[config.mk]
export PLATFORM = sky130hd
export DESIGN_NAME = dcm_lock_sequencer
export DESIGN_NICKNAME = d
export VERILOG_FILES = /design/src/rtl/dcm_lock_sequencer.sv
export SDC_FILE = /design/constraint.sdc
export NUM_CORES = 1
export LEC_CHECK = 0
export ABC_AREA = 0
export BUFFER_PORTS_ARGS = -buffer_cell sky130_fd_sc_hd__buf_2
export CORE_ASPECT_RATIO = 2
export CORE_UTILIZATION = 58
export DETAILED_ROUTE_END_ITERATION = 10
export PLACE_DENSITY = 0.79
export RECOVER_POWER = 100
export SLEW_MARGIN = 5
export SYNTH_ARGS = -nofsm -noshare
export SYNTH_HDL_FRONTEND = slang
export SYNTH_SLANG_ARGS = --single-unit
[constraint.sdc]
create_clock -name BUS_CLK -period 3.85 [get_ports BUS_CLK]
set_input_delay 0.385 -clock BUS_CLK [delete_from_list [all_inputs] [get_ports BUS_CLK]]
set_output_delay 0.385 -clock BUS_CLK [all_outputs]
set_load 0.03 [all_outputs]
[src/rtl/dcm_lock_sequencer.sv]
// Lock sequencer for the second-stage DCM. It runs on the free-running
// BUS_CLK and pulses the DCM reset. It retries when lock does not arrive in
// time, and holds the downstream synchronous reset until LOCKED has been
// stable for a programmable number of cycles. It also keeps saturating
// counters of failed lock attempts and of relock events.
module dcm_lock_sequencer #(
    parameter int RST_CYCLES    = 4,
    parameter int LOCK_TIMEOUT  = 100000,
    parameter int STABLE_CYCLES = 1024,
    parameter int CNT_WIDTH     = 8
) (
    input  logic                 BUS_CLK,
    input  logic                 BUS_RST,
    input  logic                 LOCKED,
    input  logic                 CLKFX_STOPPED,
    output logic                 DCM_RST,
    output logic                 SYS_RST,
    output logic                 LOCK_OK,
    output logic [CNT_WIDTH-1:0] FAIL_CNT,
    output logic [CNT_WIDTH-1:0] RELOCK_CNT
);

    // The phase counter only has to reach (largest duration - 1).
    localparam int MAX_AB = (RST_CYCLES > LOCK_TIMEOUT) ? RST_CYCLES : LOCK_TIMEOUT;
    localparam int MAX_P  = (MAX_AB > STABLE_CYCLES) ? MAX_AB : STABLE_CYCLES;
    localparam int CW     = (MAX_P > 1) ? $clog2(MAX_P) : 1;

    typedef enum logic [3:0] {
        RESET_DCM = 4'b0001,
        WAIT_LOCK = 4'b0010,
        STABLE    = 4'b0100,
        RUN       = 4'b1000
    } state_t;

    state_t          state;
    state_t          state_nx;
    logic [CW-1:0]   cnt;
    logic [CW-1:0]   cnt_nx;
    logic            fail_inc;
    logic            relock_inc;
    logic            lock_p0;
    logic            lock_s;
    logic            stop_p0;
    logic            stop_s;
    logic            lock_bad;

    // Status counters stop at all-ones instead of wrapping back to zero.
    function automatic logic [CNT_WIDTH-1:0] sat_inc(input logic [CNT_WIDTH-1:0] v);
        logic [CNT_WIDTH-1:0] one;
        one = {{(CNT_WIDTH-1){1'b0}}, 1'b1};
        return (&v) ? v : v + one;
    endfunction

    // Two-flop synchronisers for the DCM status inputs (asynchronous to BUS_CLK).
    always_ff @(posedge BUS_CLK or posedge BUS_RST) begin
        if (BUS_RST) begin
            lock_p0 <= 1'b0;
            lock_s  <= 1'b0;
            stop_p0 <= 1'b0;
            stop_s  <= 1'b0;
        end else begin
            lock_p0 <= LOCKED;
            lock_s  <= lock_p0;
            stop_p0 <= CLKFX_STOPPED;
            stop_s  <= stop_p0;
        end
    end

    // Lock is usable only while LOCKED is high and CLKFX is still running.
    assign lock_bad = !lock_s || stop_s;

    // Next-state, phase counter and counter-event decode.
    always_comb begin
        state_nx   = state;
        cnt_nx     = cnt + CW'(1);
        fail_inc   = 1'b0;
        relock_inc = 1'b0;
        case (state)
            RESET_DCM: begin
                if (cnt == CW'(RST_CYCLES - 1)) begin
                    state_nx = WAIT_LOCK;
                    cnt_nx   = '0;
                end
            end
            WAIT_LOCK: begin
                // A lock seen in the timeout cycle takes priority over the retry.
                if (!lock_bad) begin
                    state_nx = STABLE;
                    cnt_nx   = '0;
                end else if (cnt == CW'(LOCK_TIMEOUT - 1)) begin
                    state_nx = RESET_DCM;
                    cnt_nx   = '0;
                    fail_inc = 1'b1;
                end
            end
            STABLE: begin
                if (lock_bad) begin
                    state_nx = RESET_DCM;
                    cnt_nx   = '0;
                    fail_inc = 1'b1;
                end else if (cnt == CW'(STABLE_CYCLES - 1)) begin
                    state_nx = RUN;
                    cnt_nx   = '0;
                end
            end
            RUN: begin
                cnt_nx = '0;
                if (lock_bad) begin
                    state_nx   = RESET_DCM;
                    relock_inc = 1'b1;
                end
            end
            default: begin
                state_nx = RESET_DCM;
                cnt_nx   = '0;
            end
        endcase
    end

    // State, phase counter and saturating status counters.
    always_ff @(posedge BUS_CLK or posedge BUS_RST) begin
        if (BUS_RST) begin
            state      <= RESET_DCM;
            cnt        <= '0;
            FAIL_CNT   <= '0;
            RELOCK_CNT <= '0;
        end else begin
            state <= state_nx;
            cnt   <= cnt_nx;
            if (fail_inc) begin
                FAIL_CNT <= sat_inc(FAIL_CNT);
            end
            if (relock_inc) begin
                RELOCK_CNT <= sat_inc(RELOCK_CNT);
            end
        end
    end

    // Moore outputs come straight from one-hot state flops, so they are glitch-free.
    assign DCM_RST = state[0];
    assign LOCK_OK = state[3];
    assign SYS_RST = ~state[3];

endmodule

### Word level (Yosys, flattened, before mapping)

Cells that the tools add are included.
W data, S select, Z words.

* bits in registers: 41
* bits of input ports: 4
* output and inout port bits: 19

* $add $sub $neg: 3
* equality and inequality tests: 11
* multiplexer cells: 18
* bitwise logic cells: 3
* reduce and logical (&&, ||, !) cells: 7

Operators with widths (count)
* $mux W17: 5
* $pmux W17 S3: 1
* $mux W4: 6
* $add A17 B1 Y17 const B: 1
* $eq A17 B10 Y1 const B: 1
* $eq A17 B17 Y1 const B: 1
* $eq A17 B2 Y1 const B: 1
* $add A8 B1 Y8 const B: 2
* $pmux W4 S4: 1
* $reduce_and A8 Y1: 2
* $ne A3 B3 Y1 const B: 2
* $eq A4 B1 Y1 const B: 1
* $eq A4 B2 Y1 const B: 1
* $eq A4 B3 Y1 const B: 1
* $eq A4 B4 Y1 const B: 1
* $mux W1: 4
* $ne A2 B2 Y1 const B: 2
* $reduce_and A2 Y1: 2
* $reduce_and A4 Y1: 1
* $not A1 Y1: 3
* $pmux W1 S2: 1
* $logic_not A1 Y1: 1
* $logic_or A1 B1 Y1: 1

### Longest topological paths before layout

Gate-level depths: netlist of the first run.

* depth after elaboration: 5
* gate-level depth with buffers: 9

### Least setup slack after synthesis of the first run

Ideal clock, no wire load.

* path kind: register -> register
* start point: reg cnt[0]
* end point: reg cnt[11]
* setup time: 71 ps
* data arrival time: 1956 ps
* required time: 3779 ps
* path slack: 1823 ps
* stages on the path, launching flop included: 10
* cell sequence: dfrtp_1 -> ha_1 -> clkbuf_1 -> nor4b_1 -> and4_1 -> or3_1 -> and3_1 -> buf_6 -> buf_8 -> nor2_1

* cells in the longest elaborated chain, start to end: 4
* elaborated cells between the ends (all ways): 10
* classes of those cells: add/sub: 1; eq/ne: 3; mux: 6

Ends and longest elaborated chain
* start, declared: line 37 `logic [CW-1:0] cnt;`
* start signal, assigned: line 129 `cnt <= cnt_nx;`
* $add A17 B1 Y17 (tied with other cells): line 75 `cnt_nx = cnt + CW'(1);`
* $mux W17 (on tied branches): line 101, 90
* $mux W17 (on tied branches): line 97, 87
* $pmux W17 S3 *: line 78 `case (state)`
* via cnt_nx[11]: line 38 `logic [CW-1:0] cnt_nx;`

Mark *: on every way through the listed nets, which the timed path passes. The rest lies on a longest branch.
A chain may end at the register's enable or synchronous reset.

### Final worst setup path of the first run

* start point: reg cnt[0]
* end point: reg cnt[1]

Same word-level chain as after synthesis.

==> impl_metrics.sql, run 1 <==
INSERT INTO impl_metrics (metric_group, metric, value, unit) VALUES
('grt', 'use_met2', '42.6', '%'),
('die', 'chipHeight', '83.6', 'um'),
('die', 'boundaryPins', '23', ''),
('clock_tree', 'tritoncts_num_sinks', '41', ''),
('clock_tree', 'cts_tree', 'done', ''),
('die', 'row_count', '29', ''),
('grt', 'grt.met3_usage', '5.19', '%'),
('logic_synthesis', 'mux_share_of_post_synthesis_cell_area', '1.17', '%'),
('routing', 'detail_route.drc_violations', '0', ''),
('grt', 'globalRouteOverflowTotal', '0', ''),
('logic_synthesis', 'netlist_instances', '175', ''),
('clock_tree', 'clk_path_buf_depth', '2', ''),
('grt', 'grt_pass1_vias', '1497', ''),
('sta', 'fmaxAchievable', '428', 'MHz'),
('worst_hold_path', 'worst_hold_class', 'in -> reg', ''),
('layout', 'multi_input_area', '861', 'um2'),
('logic_synthesis', 'yosys_warnings', '0', ''),
('setup_path', 'cp_data_arrival_time', '2530', 'ps'),
('sta', 'slew-limit-headroom', '-40.4', '%'),
('layout', 'fillers', '253', ''),
('sta', 'period_needed', '2340', 'ps'),
('layout', 'layout-drive-gt1-share', '6.93', '%'),
('logic_synthesis', 'count_of_state_elements_after_synthesis', '41', ''),
('power_and_ir_drop', 'peakVddDrop', '447', 'uV'),
('die', 'dieWidth', '42.8', 'um'),
('logic_synthesis', 'fraction_of_synthesized_cell_area_in_xor_and_xnor_cells', '13.6', '%'),
('grt', 'grt_max_degree', '42', ''),
('clock_tree', 'clock_tree.htree_level_count', '2', ''),
('grt', 'grt_pass1_wl', '6510', 'um'),
('setup_path', 'critical_path.endpoint_type', 'register', ''),
('sta', 'final-max-slew-violation-count', '42', ''),
('placed_design', 'numPortBuffers', '22', ''),
('grt', 'grt_antenna_before_repair', '0', ''),
('logic_synthesis', 'avgSynthCellArea', '11.0', 'um2'),
('placed_design', 'placed_area', '2050', 'um2'),
('setup_path', 'critical_path.max_fanout', '17', ''),
('run_status', 'violated_checks', 'capacitance limit, slew limit', ''),
('run_status', 'outcome', 'finished with violations', ''),
('logic_synthesis', 'synth_net_count', '182', ''),
('sta', 'grt_setup_unrepaired', 'false', ''),
('layout', 'postLayoutCoreUtil', '67.9', '%'),
('logic_synthesis', 'synth_top_family_by_area', 'simple AND/OR/NAND/NOR gates', ''),
('logic_synthesis', 'most_common_flop_cell_mapped_by_yosys', 'sky130_fd_sc_hd__dfrtp_1', ''),
('routing', 'final_antenna_net_count', '0', ''),
('placed_design', 'place_hpwl', '2740', 'um'),
('logic_synthesis', 'synthAdderAreaFrac', '1.94', '%'),
('setup_path', 'start_kind', 'register', ''),
('grt', 'met1_resource_use_gr', '25.5', '%'),
('logic_synthesis', 'post_synth_and_or_nand_nor_area_fraction', '23.8', '%'),
('layout', 'num-nets-final', '208', ''),
('clock_tree', 'clock_latency_on_the_worst_skew_pair', '300', 'ps'),
('sta', 'worst_tran_pin_value', '2110', 'ps'),
('layout', 'layout.cells.most_common_list', '40 x sky130_fd_sc_hd__dfrtp_1, 20 x sky130_fd_sc_hd__clkbuf_1, 18 x sky130_fd_sc_hd__nor2_1', ''),
('routing', 'detail_route.vias_per_cell', '6.12', ''),
('grt', 'total_routing_usage_gr', '24.3', '%'),
('die', 'starting_density_of_the_core', '61.2', '%'),
('logic_synthesis', 'compound_gate_fraction_of_synth_area', '4.02', '%'),
('layout', 'area_growth_syn_to_fin', '11.1', '%'),
('routing', 'detail_route.iter0.violations', '48', ''),
('sta', 'setup-tns-final', '0', 'ps'),
('sta', 'setup_viol', '0', ''),
('setup_path', 'setup.worst_path.class', 'reg -> reg', ''),
('worst_hold_path', 'worstHoldStart', 'CLKFX_STOPPED', ''),
('routing', 'via_count', '1427', ''),
('setup_path', 'critPathLaunch', 'cnt[0]', ''),
('logic_synthesis', 'count_of_flip_flops_with_a_built_in_enable_after_synthesis', '0', ''),
('logic_synthesis', 'synth_seq_area_share', '53.2', '%'),
('run', 'maxCapViolations', '1', ''),
('clock_tree', 'postCtsHoldBufs', '0', ''),
('clock_tree', 'post_cts_setup_repair_buffer_count', '0', ''),
('sta', 'final.setup_skew', '7.64', 'ps');
[worst paths after layout]
kind                                to  cells past startpoint  slack [ps]
min in group asynchronous       stop_s                      3         840
hold / removal                 stop_p0                      1         190
hold reg to reg                 lock_s                      0         350
max in group asynchronous  FAIL_CNT[4]                      3        1790
setup / recovery                cnt[1]                      6        1510
setup reg to reg                cnt[1]                      6        1510
[cells in the mapped netlist (3+ instances only)]
library cell / n / share of area [%]
sky130_fd_sc_hd__xor2_1: 16 / 7.3
sky130_fd_sc_hd__ha_1: 3 / 1.9
sky130_fd_sc_hd__and4_1: 7 / 3.2
sky130_fd_sc_hd__nand4_1: 10 / 3.2
sky130_fd_sc_hd__nor4_1: 4 / 1.3
sky130_fd_sc_hd__nand2_1: 8 / 1.6
sky130_fd_sc_hd__dfrtp_1: 40 / 52
sky130_fd_sc_hd__nand3_1: 12 / 3.1
sky130_fd_sc_hd__nor2_1: 18 / 3.5
sky130_fd_sc_hd__xnor2_1: 14 / 6.4
sky130_fd_sc_hd__and3_1: 8 / 2.6
[through the flow]
step | hold WS [ps] | cells | power, mW | setup WS (ps)
6_report | 190 | 233 | 1.03 | 1510
4_1_cts | 184 | 233 | 1.05 | 1490
3_5_place_dp | 338 | 225 | 0.686 | 1510
2_1_floorplan | 331 | 175 | 0.674 | 1820
5_1_grt | 175 | 233 | 1.08 | 1310
3_3_place_gp | 335 | 225 | 0.672 | 1580
[registers in the layout, indices dropped and copies added (netlist names)]
signal      cells
lock_s          1
stop_s          1
RELOCK_CNT      8
FAIL_CNT        8
state           4
stop_p0         1
lock_p0         1
cnt            17
[power breakdown]
group / switching, mW / internal [mW] / leakage [nW]
Sequential: 0.0375 / 0.462 / 0.556
Combinational: 0.113 / 0.0614 / 0.392
Clock: 0.147 / 0.211 / 0.0574
Total: 0.297 / 0.734 / 1.01
[logic make-up (layout without fill, tap and decap cells)]
family / Yosys count / in the layout
compound gates: 11 / 11
fa+ha+maj: 3 / 3
flops: 41 / 41
buf+inv: 6 / 33
xor+xnor: 30 / 30
simple gates: 82 / 82
mux: 2 / 2
[metal layers]
| metal | routed length [um] | share of wire (%) |
|---|---|---|
| met1 | 1380 | 37 |
| met2 | 2090 | 56 |
| met3 | 121 | 3.3 |
| met4 | 121 | 3.3 |
| met5 | 0 | 0 |
[worst max-delay path, stage by stage (launching register included)]
cell and delay, ps:
sky130_fd_sc_hd__dfrtp_1 400, sky130_fd_sc_hd__ha_1 310, sky130_fd_sc_hd__nor4b_1 310, sky130_fd_sc_hd__and4_1 270
sky130_fd_sc_hd__or3_1 150, sky130_fd_sc_hd__and3_1 540, sky130_fd_sc_hd__and2b_1 250
[cell type report]
type                       instances  area share (%)
inverter                           2           0.350
timing repair buffer              23            4.20
clock inverter                     2            1.75
sequential                        41            47.9
tap                               31            1.81
clock buffer                       6            3.85
multi-input combinational        128            40.1
Note: power is estimated with default switching activity, not from simulation.
==> run 2, diff against run 1 <==
--- a/config.mk
+++ b/config.mk
@@ -8,9 +8,9 @@
 export ABC_AREA = 0
 export BUFFER_PORTS_ARGS = -buffer_cell sky130_fd_sc_hd__buf_2
 export CORE_ASPECT_RATIO = 2
-export CORE_UTILIZATION = 58
+export CORE_UTILIZATION = 57
 export DETAILED_ROUTE_END_ITERATION = 10
-export PLACE_DENSITY = 0.79
+export PLACE_DENSITY = 0.78
 export RECOVER_POWER = 100
 export SLEW_MARGIN = 5
 export SYNTH_ARGS = -nofsm -noshare
==> constraint.sdc (replaced) <==
create_clock -name BUS_CLK -period 2.4 [get_ports BUS_CLK]
set_input_delay 0.24 -clock BUS_CLK [delete_from_list [all_inputs] [get_ports BUS_CLK]]
set_output_delay 0.24 -clock BUS_CLK [all_outputs]
set_load 0.03 [all_outputs]
==> impl_metrics.sql, run 2 (synthesis gave the netlist of run 1 again) <==
INSERT INTO impl_metrics (metric_group, metric, value, unit) VALUES
('power_and_ir_drop', 'peakVddDrop', '575', 'uV'),
('power_and_ir_drop', 'share_clk_of_total_power', '30.9', '%'),
('setup_path', 'critPathCapture', 'cnt[1]', ''),
('die', 'core_region_area', '3190', 'um2'),
('power_and_ir_drop', 'share_comb_of_total_power', '18.3', '%'),
('routing', 'detail_route.vias_per_cell', '6.09', ''),
('setup_path', 'crit_slowest_cell', 'sky130_fd_sc_hd__and3_1', ''),
('setup_path', 'crit-reg2reg-capture', 'cnt[1]', ''),
('layout', 'num-nets-final', '211', ''),
('clock_tree', 'clk_path_buf_depth', '2', ''),
('layout', 'antenna-diode-count', '0', ''),
('routing', 'via_count', '1438', ''),
('placed_design', 'dp.cells', '228', ''),
('clock_tree', 'cts_tree', 'done', ''),
('power_and_ir_drop', 'total_leakage_power', '1.02', 'nW'),
('routing', 'detail_route.drc_violations', '0', ''),
('layout', 'postLayoutCoreUtil', '67.2', '%'),
('setup_path', 'timing.critical_path.required', '2590', 'ps'),
('die', 'chipHeight', '84.3', 'um'),
('grt', 'grt_max_degree', '42', ''),
('clock_tree', 'ctsResizeCount', '0', ''),
('sta', 'setup_viol', '0', ''),
('sta', 'period_needed', '2220', 'ps'),
('die', 'dieWidth', '43.2', 'um'),
('layout', 'seq_area', '1030', 'um2'),
('routing', 'drt-pass1-iter-count', '4', ''),
('die', 'boundaryPins', '23', ''),
('clock_tree', 'tritoncts_num_sinks', '41', ''),
('die', 'starting_density_of_the_core', '60.5', '%'),
('layout', 'fillers', '267', ''),
('layout', 'area_growth_syn_to_fin', '11.1', '%'),
('setup_path', 'worstPathCellList', 'ha_1 > nor4b_1 > and4_1 > or3_1 > and3_1 > and2b_1', ''),
('routing', 'finalWirelength', '3920', 'um'),
('routing', 'met1Wirelength', '1400', 'um'),
('run_status', 'outcome', 'completed', ''),
('layout', 'most_frequent_standard_cell_in_the_layout_excluding_fill_and_tap_cells', 'sky130_fd_sc_hd__dfrtp_1', ''),
('sta', 'final-max-slew-violation-count', '0', ''),
('worst_hold_path', 'worst_hold_class', 'in -> reg', ''),
('setup_path', 'critical_path.max_fanout', '17', ''),
('setup_path', 'cpPeakStageDelay', '540', 'ps'),
('grt', 'globalRouteOverflowTotal', '0', ''),
('clock_tree', 'cts_made_buffers', '5', ''),
('clock_tree', 'clock_latency_on_the_worst_skew_pair', '290', 'ps'),
('routing', 'wl_met2', '2280', 'um'),
('grt', 'grt_pass1_vias', '1550', ''),
('setup_path', 'setup.worst_path.class', 'reg -> reg', ''),
('clock_tree', 'postCtsHoldBufs', '0', ''),
('clock_tree', 'cts.reportedPaths.clkPinSlew', '80', 'ps'),
('grt', 'grt_pass1_wl', '6670', 'um'),
('die', 'die-area', '3640', 'um2'),
('sta', 'fmaxAchievable', '450', 'MHz'),
('power_and_ir_drop', 'power_density', '734', 'nW/um2'),
('sta', 'slew-limit-headroom', '35.3', '%'),
('sta', 'grt_setup_unrepaired', 'false', ''),
('power_and_ir_drop', 'internal_power', '1.10', 'mW'),
('routing', 'met3_wirelength', '119', 'um'),
('power_and_ir_drop', 'p_switching', '0.473', 'mW'),
('clock_tree', 'clock_tree.htree_level_count', '2', ''),
('power_and_ir_drop', 'seq_power_share', '50.9', '%'),
('setup_path', 'r2r_setup_slack', '180', 'ps'),
('die', 'row_count', '29', ''),
('layout', 'layout-drive-gt1-share', '8.29', '%'),
('setup_path', 'worstRegToRegCells', '6', ''),
('clock_tree', 'clock-root-buffer', 'sky130_fd_sc_hd__clkbuf_8', ''),
('layout', 'instances_no_fill', '236', ''),
('placed_design', 'gp_congestion', '0.841', ''),
('routing', 'final_antenna_net_count', '0', ''),
('setup_path', 'cp_data_arrival_time', '2410', 'ps'),
('grt', 'total_routing_usage_gr', '24.0', '%'),
('placed_design', 'place_hpwl', '2880', 'um'),
('routing', 'detail_route.iter0.violations', '34', ''),
('layout', 'multi_input_area', '861', 'um2'),
('clock_tree', 'post_cts_setup_repair_buffer_count', '0', ''),
('layout', 'flip_flop_count_of_the_largest_register_after_layout', '17', ''),
('setup_path', 'worstPathBufferInverterCount', '0', ''),
('layout', 'top_flop_regs', 'cnt: 17 flops, FAIL_CNT: 8 flops, RELOCK_CNT: 8 flops', ''),
('setup_path', 'r2r-start', 'cnt[0]', ''),
('layout', 'layout.cells.most_common_list', '40 x sky130_fd_sc_hd__dfrtp_1, 20 x sky130_fd_sc_hd__clkbuf_1, 18 x sky130_fd_sc_hd__nor2_1', ''),
('placed_design', 'numPortBuffers', '22', ''),
('grt', 'grt_antenna_before_repair', '0', ''),
('routing', 'dr.max_layer_used', 'met4', ''),
('setup_path', 'cp_top_family', 'simple AND/OR/NAND/NOR gates', ''),
('routing', 'route.detailed.wl_per_inst', '16.6', 'um'),
('run', 'maxCapViolations', '0', ''),
('sta', 'worst_tran_pin_value', '970', 'ps'),
('setup_path', 'critPathLaunch', 'cnt[0]', ''),
('sta', 'setup-tns-final', '0', 'ps'),
('layout', 'largest_register', 'cnt', ''),
('setup_path', 'critical_path.endpoint_type', 'register', ''),
('setup_path', 'worstSetupPathDepth', '6', ''),
('sta', 'post-route-period-util', '92.5', '%'),
('power_and_ir_drop', 'switching_share', '30.0', '%'),
('sta', 'final.setup_skew', '6.33', 'ps'),
('sta', 'timing.final.hold_violations', '0', ''),
('setup_path', 'start_kind', 'register', '');
-- run 2: metrics by stage --
stage	setup slack, ps	power (mW)	hold WS [ps]	cell area (um2)
finish	180	1.57	50.6	2150
global placement	304	1.08	336	2070
global route	5.61	1.65	48.9	2150
floorplan	373	1.08	271	1930
detailed placement	227	1.10	343	2070
CTS	201	1.58	49.0	2180
-- run 2: area by class of cell --
| class | count | area share, % |
|---|---|---|
| Clock buffer | 7 | 4.49 |
| Inverter | 2 | 0.350 |
| Clock inverter | 1 | 0.233 |
| Tap cell | 31 | 1.81 |
| Sequential cell | 41 | 47.9 |
| Timing Repair Buffer | 26 | 5.13 |
| Multi-Input combinational cell | 128 | 40.1 |
-- run 2: worst min-delay path by stage --
stage                        from      end  slack (ps)  cells after the start
finish              CLKFX_STOPPED  stop_p0          50                      1
global route        CLKFX_STOPPED  stop_p0          50                      1
CTS                        LOCKED  lock_p0          50                      1
detailed placement        lock_p0   lock_s         340                      0
global placement          lock_p0   lock_s         340                      0
floorplan                  LOCKED  lock_p0         270                      0
-- run 2: power groups by stage --
stage | combinational, mW | clock [mW] | sequential [mW]
CTS | 0.291 | 0.492 | 0.798
finish | 0.287 | 0.486 | 0.801
global placement | 0.279 | 0 | 0.804
global route | 0.322 | 0.517 | 0.809
detailed placement | 0.292 | 0 | 0.811
floorplan | 0.262 | 0 | 0.819
-- run 2: worst reg2reg max path: cells and delay by family (launching register included) --
family | cells | cell delay (ps)
adders and majority gates | 1 | 190
DFF | 1 | 420
and+or+nand+nor | 5 | 1510
-- run 2: layer usage --
layer / vias up / GRT usage, %
li1: 679 / -
met4: 0 / 11.0
met2: 41 / 44.2
met1: 704 / 24.2
met3: 14 / 5.16
met5: - / 0
